**src/rtl/pe_array_pkg.sv**
```systemverilog
// Shared constants and FSM state type for the 4x4 systolic PE array sequencer.
package pe_array_pkg;
    localparam int N     = 4;
    localparam int ACC_W = 32;
    localparam int LEN_W = 8;
    localparam int FLUSH = 2*(N-1)+1;
    localparam int IDX_W = $clog2(N*N);

    typedef enum logic [1:0] {
        IDLE,
        COMPUTE,
        DRAIN,
        DONE
    } state_t;
endpackage

```
**src/rtl/pe_array_drain_result_out_reg.sv**
```systemverilog
// One-entry valid/ready output register carrying a PE sum, its index and the last flag.
module result_out_reg #(
    parameter int DATA_W = pe_array_pkg::ACC_W,
    parameter int IDX_W  = pe_array_pkg::IDX_W
) (
    input  logic              clk,
    input  logic              rst_n,
    input  logic              load,
    input  logic [DATA_W-1:0] in_data,
    input  logic [IDX_W-1:0]  in_idx,
    input  logic              in_last,
    input  logic              m_ready,
    output logic              m_valid,
    output logic [DATA_W-1:0] m_data,
    output logic [IDX_W-1:0]  m_idx,
    output logic              m_last
);
    logic              valid_q, valid_d;
    logic [DATA_W-1:0] data_q, data_d;
    logic [IDX_W-1:0]  idx_q, idx_d;
    logic              last_q, last_d;

    // The caller only asserts load when the slot is empty or being accepted.
    always_comb begin
        valid_d = valid_q;
        data_d  = data_q;
        idx_d   = idx_q;
        last_d  = last_q;
        if (load) begin
            valid_d = 1'b1;
            data_d  = in_data;
            idx_d   = in_idx;
            last_d  = in_last;
        end else if (valid_q && m_ready) begin
            valid_d = 1'b0;
        end
    end

    always_ff @(posedge clk or negedge rst_n) begin
        if (!rst_n) begin
            valid_q <= 1'b0;
            data_q  <= '0;
            idx_q   <= '0;
            last_q  <= 1'b0;
        end else begin
            valid_q <= valid_d;
            data_q  <= data_d;
            idx_q   <= idx_d;
            last_q  <= last_d;
        end
    end

    assign m_valid = valid_q;
    assign m_data  = data_q;
    assign m_idx   = idx_q;
    assign m_last  = last_q;
endmodule

```
**src/rtl/pe_array_drain.sv**
```systemverilog
// Runs the PE array for k_len operands plus pipeline flush, then streams all
// N*N accumulated sums out over a valid/ready port.
module pe_array_drain #(
    parameter int N     = pe_array_pkg::N,
    parameter int ACC_W = pe_array_pkg::ACC_W,
    parameter int LEN_W = pe_array_pkg::LEN_W,
    parameter int FLUSH = pe_array_pkg::FLUSH
) (
    input  logic                   clk,
    input  logic                   rst_n,
    input  logic                   start,
    input  logic [LEN_W-1:0]       k_len,
    output logic                   busy,
    output logic                   feed_req,
    output logic                   arr_en,
    output logic [$clog2(N*N)-1:0] out_sel,
    input  logic [ACC_W-1:0]       arr_result,
    output logic                   m_valid,
    input  logic                   m_ready,
    output logic [ACC_W-1:0]       m_data,
    output logic [$clog2(N*N)-1:0] m_idx,
    output logic                   m_last,
    output logic                   done
);
    import pe_array_pkg::*;

    localparam int IDX_W = $clog2(N*N);
    localparam int CNT_W = LEN_W + 1;
    localparam logic [IDX_W-1:0] LAST_IDX = IDX_W'(N*N-1);

    state_t           state_q, state_d;
    logic [LEN_W-1:0] k_q, k_d;
    logic [CNT_W-1:0] cnt_q, cnt_d, cnt_nxt, cnt_end;
    logic [IDX_W-1:0] rd_q, rd_d;
    logic             rd_all_q, rd_all_d;
    logic             busy_q, busy_d;
    logic             arr_en_q, arr_en_d;
    logic             feed_req_q, feed_req_d;
    logic             done_q, done_d;
    logic             load;

    assign cnt_nxt = cnt_q + CNT_W'(1);
    assign cnt_end = CNT_W'(k_q) + CNT_W'(FLUSH - 1);
    assign load    = (state_q == DRAIN) && !rd_all_q && (!m_valid || m_ready);

    // Enable/feed are registered, so they lead the state by one decision:
    // the value computed here is what the array sees next cycle.
    always_comb begin
        state_d    = state_q;
        k_d        = k_q;
        cnt_d      = cnt_q;
        rd_d       = rd_q;
        rd_all_d   = rd_all_q;
        busy_d     = busy_q;
        arr_en_d   = 1'b0;
        feed_req_d = 1'b0;
        done_d     = 1'b0;
        unique case (state_q)
            IDLE: begin
                if (start) begin
                    k_d      = k_len;
                    cnt_d    = '0;
                    rd_d     = '0;
                    rd_all_d = 1'b0;
                    busy_d   = 1'b1;
                    if (k_len == '0) begin
                        state_d = DRAIN;
                    end else begin
                        state_d    = COMPUTE;
                        arr_en_d   = 1'b1;
                        feed_req_d = 1'b1;
                    end
                end
            end
            COMPUTE: begin
                if (cnt_q == cnt_end) begin
                    state_d = DRAIN;
                end else begin
                    cnt_d      = cnt_nxt;
                    arr_en_d   = 1'b1;
                    feed_req_d = cnt_nxt < CNT_W'(k_q);
                end
            end
            DRAIN: begin
                // rd_all stops out_sel from wrapping once the last PE is loaded.
                if (load) begin
                    if (rd_q == LAST_IDX) rd_all_d = 1'b1;
                    else                  rd_d     = rd_q + IDX_W'(1);
                end
                if (m_valid && m_ready && m_last) begin
                    state_d = DONE;
                    done_d  = 1'b1;
                end
            end
            DONE: begin
                state_d = IDLE;
                busy_d  = 1'b0;
                rd_d    = '0;
            end
            default: state_d = IDLE;
        endcase
    end

    always_ff @(posedge clk or negedge rst_n) begin
        if (!rst_n) begin
            state_q    <= IDLE;
            k_q        <= '0;
            cnt_q      <= '0;
            rd_q       <= '0;
            rd_all_q   <= 1'b0;
            busy_q     <= 1'b0;
            arr_en_q   <= 1'b0;
            feed_req_q <= 1'b0;
            done_q     <= 1'b0;
        end else begin
            state_q    <= state_d;
            k_q        <= k_d;
            cnt_q      <= cnt_d;
            rd_q       <= rd_d;
            rd_all_q   <= rd_all_d;
            busy_q     <= busy_d;
            arr_en_q   <= arr_en_d;
            feed_req_q <= feed_req_d;
            done_q     <= done_d;
        end
    end

    assign busy     = busy_q;
    assign arr_en   = arr_en_q;
    assign feed_req = feed_req_q;
    assign done     = done_q;
    assign out_sel  = rd_q;

    result_out_reg #(
        .DATA_W (ACC_W),
        .IDX_W  (IDX_W)
    ) u_out (
        .clk     (clk),
        .rst_n   (rst_n),
        .load    (load),
        .in_data (arr_result),
        .in_idx  (rd_q),
        .in_last (rd_q == LAST_IDX),
        .m_ready (m_ready),
        .m_valid (m_valid),
        .m_data  (m_data),
        .m_idx   (m_idx),
        .m_last  (m_last)
    );
endmodule

```
**config.mk**
```make
export PLATFORM = sky130hd
export DESIGN_NAME = pe_array_drain
export DESIGN_NICKNAME = d
export VERILOG_FILES = /design/src/rtl/pe_array_pkg.sv /design/src/rtl/pe_array_drain_result_out_reg.sv /design/src/rtl/pe_array_drain.sv
export SDC_FILE = /design/constraint.sdc
export NUM_CORES = 1
export LEC_CHECK = 0
export ABC_AREA = 1
export BUFFER_PORTS_ARGS = -buffer_cell sky130_fd_sc_hd__buf_2
export CORE_ASPECT_RATIO = 1.25
export CORE_MARGIN = 1
export CORE_UTILIZATION = 48
export DETAILED_ROUTE_END_ITERATION = 10
export PLACE_DENSITY = 0.73
export REMOVE_ABC_BUFFERS = 1
export SLEW_MARGIN = 20
export SYNTH_ARGS = -nofsm -noshare
export SYNTH_HDL_FRONTEND = slang
export SYNTH_HIERARCHICAL = 1
export SYNTH_SLANG_ARGS = --single-unit
```
**constraint.sdc**
```tcl
create_clock -name clk -period 1.9 [get_ports clk]
set_input_delay 0.19 -clock clk [delete_from_list [all_inputs] [get_ports clk]]
set_output_delay 0.19 -clock clk [all_outputs]
set_load 0.02 [all_outputs]
```
==> qor.yml <==
hold_path:
  hp-class: "in -> reg"
  min_from: "arr_result[12]"
setup_path:
  crit_path_top_delay_cell: "dfrtp_1"
  crit_family: "simple AND/OR/NAND/NOR gates"
  startpoint: "cnt_q[0]"
  crit_path_max_incr_delay_ns: 0.37
  cp_max_fo: 3
  arrival_ns: 2.34
  crit_path_start_kind: "flop"
  r2r_start: "cnt_q[0]"
  path_buf_inv: 1
  crit_chain: "ha_2 > nand2_2 > nor2_4 > xor2_2 > inv_1 > ha_4 > nand2_1 > o21ai_1 > nand4_1 > nand3_1 > nor2_1 > nand3_1 > nand2_1"
  end_kind: "flop"
  crit_type: "reg -> reg"
  crit_required_ns: 2.15
timing:
  final_max_slew_viol_count: 0
  fmaxAchievable_ghz: 0.477
  finalSetupViolCount: 12
  hold_ws_ns: 0.0351
  rsz0062_at_grt: "true"
  setup_ws_ns: -0.197
  slew_headroom_pct: 75.9
  worst_clock_skew_ns: 0.0143
  period_share_pct: 110
  finalHoldViolCount: 0
  fin_crit_ns: 2.10
  worst_pin_slew_ns: 0.361
status:
  outcome: "complete, but fails checks"
  violations: "negative setup slack"
synth:
  synth_cell_type_count: 33
  yosys.area.top_type: "dfrtp_1"
  yosys.area_share.simple_pct: 32.4
  synth_compound_area_share_pct: 4.90
  synth-xor-area-share_pct: 2.29
  synth_top_area_share_pct: 47.9
  synth_cells: 432
  synth_top_family_by_area: "simple AND/OR/NAND/NOR gates"
  synth_flop_cell: "dfrtp_1"
  ys_top_cells_by_count: "192 x nand2_1, 66 x dfrtp_1, 31 x inv_1"
  syn_area_per_cell_um2: 7.98
  yosysWarningCount: 6
  synth_adder_area_share_pct: 5.44
  yosysMostFrequentCell: "nand2_1"
  syn_area_um2: 3450
  synthMuxAreaShare_pct: 0
  yosysSeqAreaShare_pct: 47.9
  ys_top_cells_by_area: "dfrtp_1 48%, nand2_1 21%, ha_1 5.4%"
  synth_edf_count: 0
  ys_async_sr_fraction_pct: 100
  ys_ff_latch: 66
clocking:
  cts_sinks: 66
  clockBufferDepth: 2
  cts.htree.levels: 3
  clock_latency_ns: 0.36
  cts-buffers-inserted: 9
  root_buffer: "clkbuf_8"
  cts.clk_slew.worst_paths_ns: 0.08
  cts_tree: "done"
floorplan:
  core_um2: 6930
  die_w_um: 77.8
  die_y_um: 96.7
  rows: 34
  die_area_um2: 7530
  io_pins: 90
  start_util_pct: 49.7
global_routing:
  antenna_found_initial: 0
  grt_pass1_vias: 3051
  grt_overflow: 0
  grt_pass1_wl_mm: 13.4
  grt_max_degree: 67
  grt_usage_pct: 22.7
drt:
  avgRoutedWirePerCell_um: 13.0
  dr.first_iter.drc_count: 145
  dr.pass1.iters: 5
  via_count: 3206
  drcViolationCount: 0
  wirelength_mm: 8.42
  routed_via_density: 4.93
  ant_nets: 0
power_and_ir_drop:
  p_leak_nw: 2.48
  ir_drop_mv: 0.705
  p_per_area_nw_per_um2: 1580
final_layout:
  regArea_um2: 1650
  fin_cells: 650
  area_growth_pct: 31.8
  diodes: 0
  nNetsFinal: 614
  multiInputGateArea_um2: 1750
  n_fill_cell: 550
  drive_gt1_share_pct: 31.8
place:
  dp_cells: 623
  io_buffers: 89
  hpwl_mm: 5.64
  gp_congestion: 0.884
  place_ws_ns: -0.163
run:
  drv_cap: 0
## per-layer routing
layer	part of all wire [%]	wire length, µm	GRT usage [%]	vias up
met4	2.3	193	11.3	0
met5	0	0	0	-
met2	48	4080	37.6	113
li1	-	-	-	1606
met3	5.7	482	4.91	18
met1	44	3660	27.7	1469
## logic make-up (layout without fill, tap and decap cells)
group,Yosys count,count (layout)
AOI/OAI and AO/OA,29,29
xor gates and xnor gates,9,9
adders and majority gates,15,15
buffers and inverters,48,174
DFF,66,66
and+or+nand+nor,265,267
## stage by stage
stage | util [%] | cell area (µm²) | setup TNS (ns) | total power [mW]
detailed placement | 59.2 | 4100 | -0.194 | 5.78
global placement | 59.2 | 4100 | -0.0743 | 5.68
global route | 65.5 | 4540 | -1.96 | 7.72
floorplan | - | 3350 | -41.02 | 4.56
finish | 65.5 | 4540 | -0.690 | 7.18
CTS | 63.7 | 4410 | -0.357 | 7.03
## final timing paths
| check | end | slack [ns] | depth (start not counted) |
|---|---|---|---|
| worst max-delay path | feed_req | -0.20 | 13 |
| worst min-delay path | u_out/m_data[12] | 0.04 | 3 |
| worst max register to register | feed_req | -0.20 | 13 |
| worst min register to register | u_out/m_data[22] | 0.47 | 2 |
| max in group asynchronous | state_q[0] | 1.22 | 3 |
| min in group asynchronous | out_sel[0] | 0.38 | 3 |
## flip-flops by register name (all words and copies together) (netlist names), 2 cells and up
name and flops:
u_out/m_data 32, cnt_q 9, k_q 8, out_sel 4
u_out/m_idx 4, state_q 2
## power by group
group	internal (mW)	switching (mW)
Combinational	1.36	2.46
Sequential	1.96	0.333
Clock	0.481	0.587
## worst register-to-register path, cell delays in order (launching register included)
cell and delay (ns):
dfrtp_1 0.37, ha_2 0.20, nand2_2 0.07, nor2_4 0.15
xor2_2 0.19, inv_1 0.10, ha_4 0.29, nand2_1 0.06
o21ai_1 0.17, nand4_1 0.12, nand3_1 0.10, nor2_1 0.05
nand3_1 0.06, nand2_1 0.05
## final cells by class
type | instances | share of cell area, %
Inverter | 38 | 3.19
Clock inverter | 7 | 1.21
Timing Repair Buffer | 120 | 15.5
Tap cell | 90 | 2.48
Multi-Input combinational cell | 320 | 38.5
Clock buffer | 9 | 2.73
Sequential cell | 66 | 36.3
## repair_timing
action | in CTS | in global routing
gates resized for setup | 20 | 15
pin swaps | 10 | 18
hold buffers | 1 | 0
setup buffers | 4 | 4
cloned | 1 | 1
hold endpoints to repair | 66 | 0
setup endpoints to repair | 13 | 16
## layout by cell type (no fill, tap or decap), types with 2 or more instances in the layout
cell type / netlist / final
buf_2: 2 / 89
o21ai_0: 15 / 12
nand2_8: 0 / 2
clkinvlp_4: 0 / 2
buf_12: 0 / 2
o2111ai_1: 2 / 2
ha_1: 15 / 9
nand3_1: 21 / 18
a21oi_1: 7 / 5
nand2_4: 3 / 4
dfrtp_1: 66 / 66
nand2_1: 192 / 189
clkbuf_8: 0 / 9
nor3_1: 6 / 5
inv_1: 31 / 28
clkinv_1: 3 / 3
nand2_2: 1 / 3
xnor2_1: 2 / 2
nor2_1: 25 / 23
ha_2: 0 / 2
o21ai_1: 1 / 4
clkinv_4: 0 / 3
nor2_2: 2 / 3
buf_4: 1 / 28
nand3_2: 3 / 5
a21oi_2: 0 / 2
xor2_1: 7 / 2
xor2_2: 0 / 5
nand3b_1: 3 / 3
ha_4: 0 / 4
inv_2: 4 / 6
nand4_1: 6 / 6
nor2_4: 1 / 2
(Power assumes the default switching activity.)
